--- config.mk ---
export PLATFORM = sky130hd
export DESIGN_NAME = aes_round_engine
export DESIGN_NICKNAME = d
export VERILOG_FILES = /design/src/rtl/aes_round_engine.sv
export SDC_FILE = /design/constraint.sdc
export NUM_CORES = 2
export LEC_CHECK = 0
export ABC_CLOCK_PERIOD_IN_PS = 7000
export BUFFER_PORTS_ARGS = -buffer_cell sky130_fd_sc_hd__clkbuf_2
export CAP_MARGIN = 20
export CORE_AREA = 5 5 647 649
export DETAILED_ROUTE_END_ITERATION = 7
export DIE_AREA = 0 0 652 654
export PLACE_DENSITY = 0.37
export SYNTH_ARGS = -nofsm -noshare
export SYNTH_HDL_FRONTEND = slang
export SYNTH_SLANG_ARGS = --single-unit
--- constraint.sdc ---
create_clock -name clk -period 7 [get_ports clk]
set_input_delay 2.1 -clock clk [delete_from_list [all_inputs] [get_ports clk]]
set_output_delay 2.1 -clock clk [all_outputs]
set_load 0.03 [all_outputs]
--- src/rtl/aes_round_engine.sv ---
// rtl/aes_round_engine.sv - iterative AES-128 encryption round engine
//
// Purpose:
//   Encrypts one 128-bit block per request.
//   - The start edge performs the initial AddRoundKey.
//   - Each following clock performs one full round.
//   - The final round skips MixColumns.
//   Round keys come pre-expanded from the key-expansion stage.
//
// Ports:
//   clk         rising-edge clock
//   rst_n       asynchronous active-low reset
//   start       encrypt request, sampled only while idle
//   plain_in    plaintext block, byte0 in [127:120], column-major
//   key_in      cipher key (round-0 key)
//   round_keys  Nr round keys; slice k holds the key for round k+1
//   busy        high while a block is in flight
//   done        one-cycle pulse when cipher_out is updated
//   cipher_out  ciphertext, held until the next block completes

module aes_sbox #(
  parameter int N_WORDS = 4
) (
  input  logic [32*N_WORDS-1:0] din,
  output logic [32*N_WORDS-1:0] dout
);
  // Forward S-box. Entry x sits at bits [2047-8x -: 8], so entry 0x00 is the
  // leftmost byte of the table.
  localparam logic [2047:0] SBOX = {
    128'h637c777bf26b6fc53001672bfed7ab76,
    128'hca82c97dfa5947f0add4a2af9ca472c0,
    128'hb7fd9326363ff7cc34a5e5f171d83115,
    128'h04c723c31896059a071280e2eb27b275,
    128'h09832c1a1b6e5aa0523bd6b329e32f84,
    128'h53d100ed20fcb15b6acbbe394a4c58cf,
    128'hd0efaafb434d338545f9027f503c9fa8,
    128'h51a3408f929d38f5bcb6da2110fff3d2,
    128'hcd0c13ec5f974417c4a77e3d645d1973,
    128'h60814fdc222a908846eeb814de5e0bdb,
    128'he0323a0a4906245cc2d3ac629195e479,
    128'he7c8376d8dd54ea96c56f4ea657aae08,
    128'hba78252e1ca6b4c6e8dd741f4bbd8b8a,
    128'h703eb5664803f60e613557b986c11d9e,
    128'he1f8981169d98e949b1e87e9ce5528df,
    128'h8ca1890dbfe6426841992d0fb054bb16
  };

  // {~x, 3'b111} is the bit index 2047 - 8*x.
  for (genvar i = 0; i < 4*N_WORDS; i++) begin : g_byte
    assign dout[8*i +: 8] = SBOX[{~din[8*i +: 8], 3'b111} -: 8];
  end
endmodule

module aes_round_engine #(
  parameter int Nk = 4,
  parameter int Nr = 10,
  parameter int Nb = 4
) (
  input  logic                clk,
  input  logic                rst_n,
  input  logic                start,
  input  logic [32*Nb-1:0]    plain_in,
  input  logic [32*Nk-1:0]    key_in,
  input  logic [Nr*128-1:0]   round_keys,
  output logic                busy,
  output logic                done,
  output logic [32*Nb-1:0]    cipher_out
);
  localparam int BW = 32*Nb;
  localparam logic [3:0] NR_CNT = 4'(Nr);

  typedef enum logic [1:0] {
    IDLE  = 2'd0,
    ROUND = 2'd1,
    FINAL = 2'd2
  } fsm_e;

  fsm_e          fsm_q, fsm_d;
  logic [BW-1:0] state_q, state_d;
  logic [3:0]    round_cnt_q, round_cnt_d;
  logic          busy_q, busy_d;
  logic          done_q, done_d;
  logic [BW-1:0] cipher_q, cipher_d;

  logic [BW-1:0] sb_state;
  logic [BW-1:0] sr_state;
  logic [BW-1:0] mc_state;
  logic [127:0]  rk_slice [Nr];
  logic [127:0]  rk_cur;
  logic [3:0]    rk_idx;

  function automatic logic [7:0] xtime(input logic [7:0] x);
    return {x[6:0], 1'b0} ^ (x[7] ? 8'h1b : 8'h00);
  endfunction

  // Row r of column c takes the byte from column (c + r) mod 4.
  function automatic logic [127:0] shift_rows(input logic [127:0] s);
    logic [127:0] res;
    res = '0;
    for (int c = 0; c < 4; c++) begin
      for (int r = 0; r < 4; r++) begin
        res[127-8*(4*c+r) -: 8] = s[127-8*(4*((c+r)%4)+r) -: 8];
      end
    end
    return res;
  endfunction

  function automatic logic [127:0] mix_columns(input logic [127:0] s);
    logic [127:0] res;
    logic [7:0]   a0, a1, a2, a3;
    res = '0;
    for (int c = 0; c < 4; c++) begin
      a0 = s[127-32*c -: 8];
      a1 = s[119-32*c -: 8];
      a2 = s[111-32*c -: 8];
      a3 = s[103-32*c -: 8];
      res[127-32*c -: 8] = xtime(a0) ^ xtime(a1) ^ a1 ^ a2 ^ a3;
      res[119-32*c -: 8] = a0 ^ xtime(a1) ^ xtime(a2) ^ a2 ^ a3;
      res[111-32*c -: 8] = a0 ^ a1 ^ xtime(a2) ^ xtime(a3) ^ a3;
      res[103-32*c -: 8] = xtime(a0) ^ a0 ^ a1 ^ a2 ^ xtime(a3);
    end
    return res;
  endfunction

  aes_sbox #(.N_WORDS(Nb)) u_sbox (
    .din  (state_q),
    .dout (sb_state)
  );

  for (genvar k = 0; k < Nr; k++) begin : g_rk
    assign rk_slice[k] = round_keys[k*128 +: 128];
  end

  // round_cnt reaches Nr in FINAL, so the same index also selects the
  // final-round key (slice Nr-1).
  assign rk_idx = round_cnt_q - 4'd1;

  always_comb begin
    rk_cur = '0;
    if (rk_idx < NR_CNT) begin
      rk_cur = rk_slice[rk_idx];
    end
  end

  assign sr_state = shift_rows(sb_state);
  assign mc_state = mix_columns(sr_state);

  always_comb begin
    fsm_d       = fsm_q;
    state_d     = state_q;
    round_cnt_d = round_cnt_q;
    busy_d      = busy_q;
    done_d      = 1'b0;
    cipher_d    = cipher_q;
    case (fsm_q)
      IDLE: begin
        if (start) begin
          state_d     = plain_in ^ key_in;
          round_cnt_d = 4'd1;
          busy_d      = 1'b1;
          fsm_d       = ROUND;
        end
      end
      ROUND: begin
        state_d     = mc_state ^ rk_cur;
        round_cnt_d = round_cnt_q + 4'd1;
        if (round_cnt_d == NR_CNT) begin
          fsm_d = FINAL;
        end
      end
      FINAL: begin
        cipher_d = sr_state ^ rk_cur;
        done_d   = 1'b1;
        busy_d   = 1'b0;
        fsm_d    = IDLE;
      end
      default: begin
        fsm_d  = IDLE;
        busy_d = 1'b0;
      end
    endcase
  end

  always_ff @(posedge clk or negedge rst_n) begin
    if (!rst_n) begin
      fsm_q       <= IDLE;
      state_q     <= '0;
      round_cnt_q <= '0;
      busy_q      <= 1'b0;
      done_q      <= 1'b0;
      cipher_q    <= '0;
    end else begin
      fsm_q       <= fsm_d;
      state_q     <= state_d;
      round_cnt_q <= round_cnt_d;
      busy_q      <= busy_d;
      done_q      <= done_d;
      cipher_q    <= cipher_d;
    end
  end

  assign busy       = busy_q;
  assign done       = done_q;
  assign cipher_out = cipher_q;
endmodule

==> run metrics <==
status finished, final reports clean; Max Cap Viol 0; total negative slack 0 ns; post_cts resized 0; FF-to-FF path depth 12; biggest cell delay along the critical path around 0.95 ns; CP most frequent cell xnor2_1; Final Util 23.56%; Net count, final 13850; DRT Wirelength about 760 mm; routability cong. approximately 1.0; Clock Latency Late Sink 0.74 ns; Slowest cell on crit path dfrtp_1; starting density of the core 19.62%; Hold Path Class reg2reg; Register Area 0.006719 mm^2; CP Class reg2reg; Max-slew headroom 8.351%; routed len/inst 41.97 um; Ys Warns 0; clock-pin slew on the worst setup and hold paths 0.09 ns; root buffer cell clkbuf_16; Post-Syn Nets 12980; Ports 1669; commonest non-fill, non-tap cell in the layout clkbuf_2; footprint of the multi-input gates 0.06812 mm^2; WHS Path Cells 2; Tcrit/Tclk final 78.84%; final setup violation count 0; Die Width around 650 um; CTS buffer count 47; Worst-Margin Slew 1.366 ns; register area share after synthesis under 10%; 1st-iter DRT viols 17770; most common flop cell mapped by yosys dfrtp_1; Distinct cells, synth 126; chip height 654 um; Clock Skew 0.06608 ns; drt drc 0; Worst setup SP type flop; initial antenna violation count 340; layout cell share with drive strength beyond 1 around 24%; Via density ~6.0; WP data required 7.51 ns; crit path capture type flop; Post-synth EDFFs 0; clk buf depth 3; register bit count reported by yosys 264; Syn Area/Cell 7.220 um^2; core area 0.4119 mm^2; fillcell total between 40000 and 50000; cell count after placement 17490; DP Area 0.09417 mm^2; H-tree depth 2; Fmax 181.2 MHz; mapped cell area ~0.081 mm^2; endpoints failing hold 0; async set-reset flop share out of synthesis 100.0%; crit-path cells inv_1 > ha_1 > buf_4 > nor2_1 > o21ai_0 > nand2_1 > o211ai_1 > a311oi_2 > xnor2_1 > xnor2_1 > xnor2_1 > o21ai_0; Global Route Usage Sum 33.47%; commonest non-fill, non-tap cells in the layout 1667 x clkbuf_2, 1034 x o21ai_0, 863 x nand2_1, 801 x a21oi_1, 644 x nor2_1; number of cell rows 236; Vias around 110k; GR Overflow Total 0; Port Buffer Count roughly 1700; min cycle time layout 5.519 ns; CP Max Fanout 21; unrepaired setup endpoints after global routing false; vias in the first global route 99330; Die ar. between 0.4 and 0.5 mm^2; Hold-fix buffers, CTS 0; Cells after Synth ~11000; Num Clock Sinks 264; final cell area excluding filler cells 0.09704 mm^2; largest net degree at the start of global routing 132; dpl hpwl 615.7 mm; first-pass GRT wire length 983.0 mm; final std cells w/o fill around 18000; post-CTS setup buffer count 0; fin. max-slew vios 0; CTS tree built; area grow syn2layout 20.04%; antenna-violating nets left 0; Pre-antenna DRT Iters 7; crit path DAT 6.03 ns
[synthesized netlist by cell type (95+ instances only)]
| cell | instances | share of area [%] |
|---|---|---|
| o21ai_0 | 1085 | 6.7 |
| nand2_1 | 865 | 4.0 |
| a21oi_1 | 801 | 5.0 |
| clkbuf_1 | 684 | 3.2 |
| nor2_1 | 647 | 3.0 |
| xnor2_1 | 534 | 5.8 |
| buf_2 | 404 | 2.5 |
| nor3_1 | 399 | 2.5 |
| nand3_1 | 359 | 2.2 |
| mux4_2 | 358 | 10 |
| nand2b_1 | 350 | 2.7 |
| mux2i_1 | 321 | 4.0 |
| xor2_1 | 310 | 3.4 |
| nor2b_1 | 281 | 2.2 |
| dfrtp_1 | 264 | 8.2 |
| ha_1 | 240 | 3.7 |
| a31oi_1 | 207 | 1.6 |
| o211ai_1 | 198 | 1.8 |
| or3_1 | 183 | 1.4 |
| a211oi_1 | 182 | 1.7 |
| a311oi_1 | 170 | 1.8 |
| inv_1 | 141 | 0.65 |
| o311ai_0 | 133 | 1.4 |
| a22oi_1 | 122 | 1.1 |
| o31ai_1 | 112 | 1.0 |
| or2_2 | 100 | 0.77 |
| buf_1 | 95 | 0.44 |
[routing by layer]
layer | routed length (um) | share of wire [%] | vias up | global-route usage [%]
met5 | 1217 | 0.16 | - | 0
met2 | 315500 | 42 | 7730 | 48.67
met3 | 82560 | 11 | 1546 | 10.70
li1 | - | - | 44700 | -
met1 | 282200 | 37 | 53420 | 40.27
met4 | 75020 | 9.9 | 182 | 27.20
[registers in the layout, indices dropped and copies added (netlist names)]
signal       count
cipher_out     128
state_q        128
round_cnt_q      4
done             1
fsm_q            2
busy             1
[critical path: cells and delay by family (launching register included)]
kind	cells	cell delay (ns)
AO/OA/AOI/OAI	4	1.24
XOR/XNOR	3	1.23
adder cells (fa/ha/maj)	1	0.62
buffers and inverters	2	0.73
flip-flops	1	0.95
AND/OR/NAND/NOR	2	0.47
[area by class of cell]
class / count / area share, %
timing repair buffer: 2099 / 12.34
clock inverter: 25 / 0.2798
sequential: 264 / 6.924
clock buffer: 63 / 1.399
tap: 5474 / 7.058
antenna: 446 / 1.150
multi-input combinational: 9485 / 70.19
inverter: 171 / 0.6614
[path summary, 6_finish.rpt]
kind,startpoint,to,slack [ns]
worst max-delay path,state_q[113]$_DFFE_PN0P_,state_q[0]$_DFFE_PN0P_,1.48
worst min-delay path,cipher_out[10]$_DFFE_PN0P_,cipher_out[10]$_DFFE_PN0P_,0.48
worst max register to register,state_q[113]$_DFFE_PN0P_,state_q[0]$_DFFE_PN0P_,1.48
worst min register to register,cipher_out[10]$_DFFE_PN0P_,cipher_out[10]$_DFFE_PN0P_,0.48
max in group asynchronous,rst_n,state_q[43]$_DFFE_PN0P_,4.25
min in group asynchronous,rst_n,cipher_out[93]$_DFFE_PN0P_,1.33
[cell families (layout without fill, tap and decap cells)]
family          Yosys count  in the layout  synth area share, %
xor+xnor                857            857                9.443
simple gates           3620           3620                22.57
buf+inv                1448           2358                7.894
flops                   264            264                8.172
other cells               0            446                    0
fa+ha+maj               241            241                3.727
compound gates         4056           4056                33.78
mux                     711            711                14.41
[metrics by stage]
stage          hold slack [ns]  setup slack (ns)
3_3_place_gp            0.4625             1.787
2_1_floorplan           0.4530             2.583
5_1_grt                 0.4997             1.333
3_5_place_dp            0.4702             1.791
4_1_cts                 0.4835             1.727
6_report                0.4794             1.481
Power is left out: the tool's default activity adds up to more than one toggle a clock period on the data nets, which glitch-free logic cannot reach.
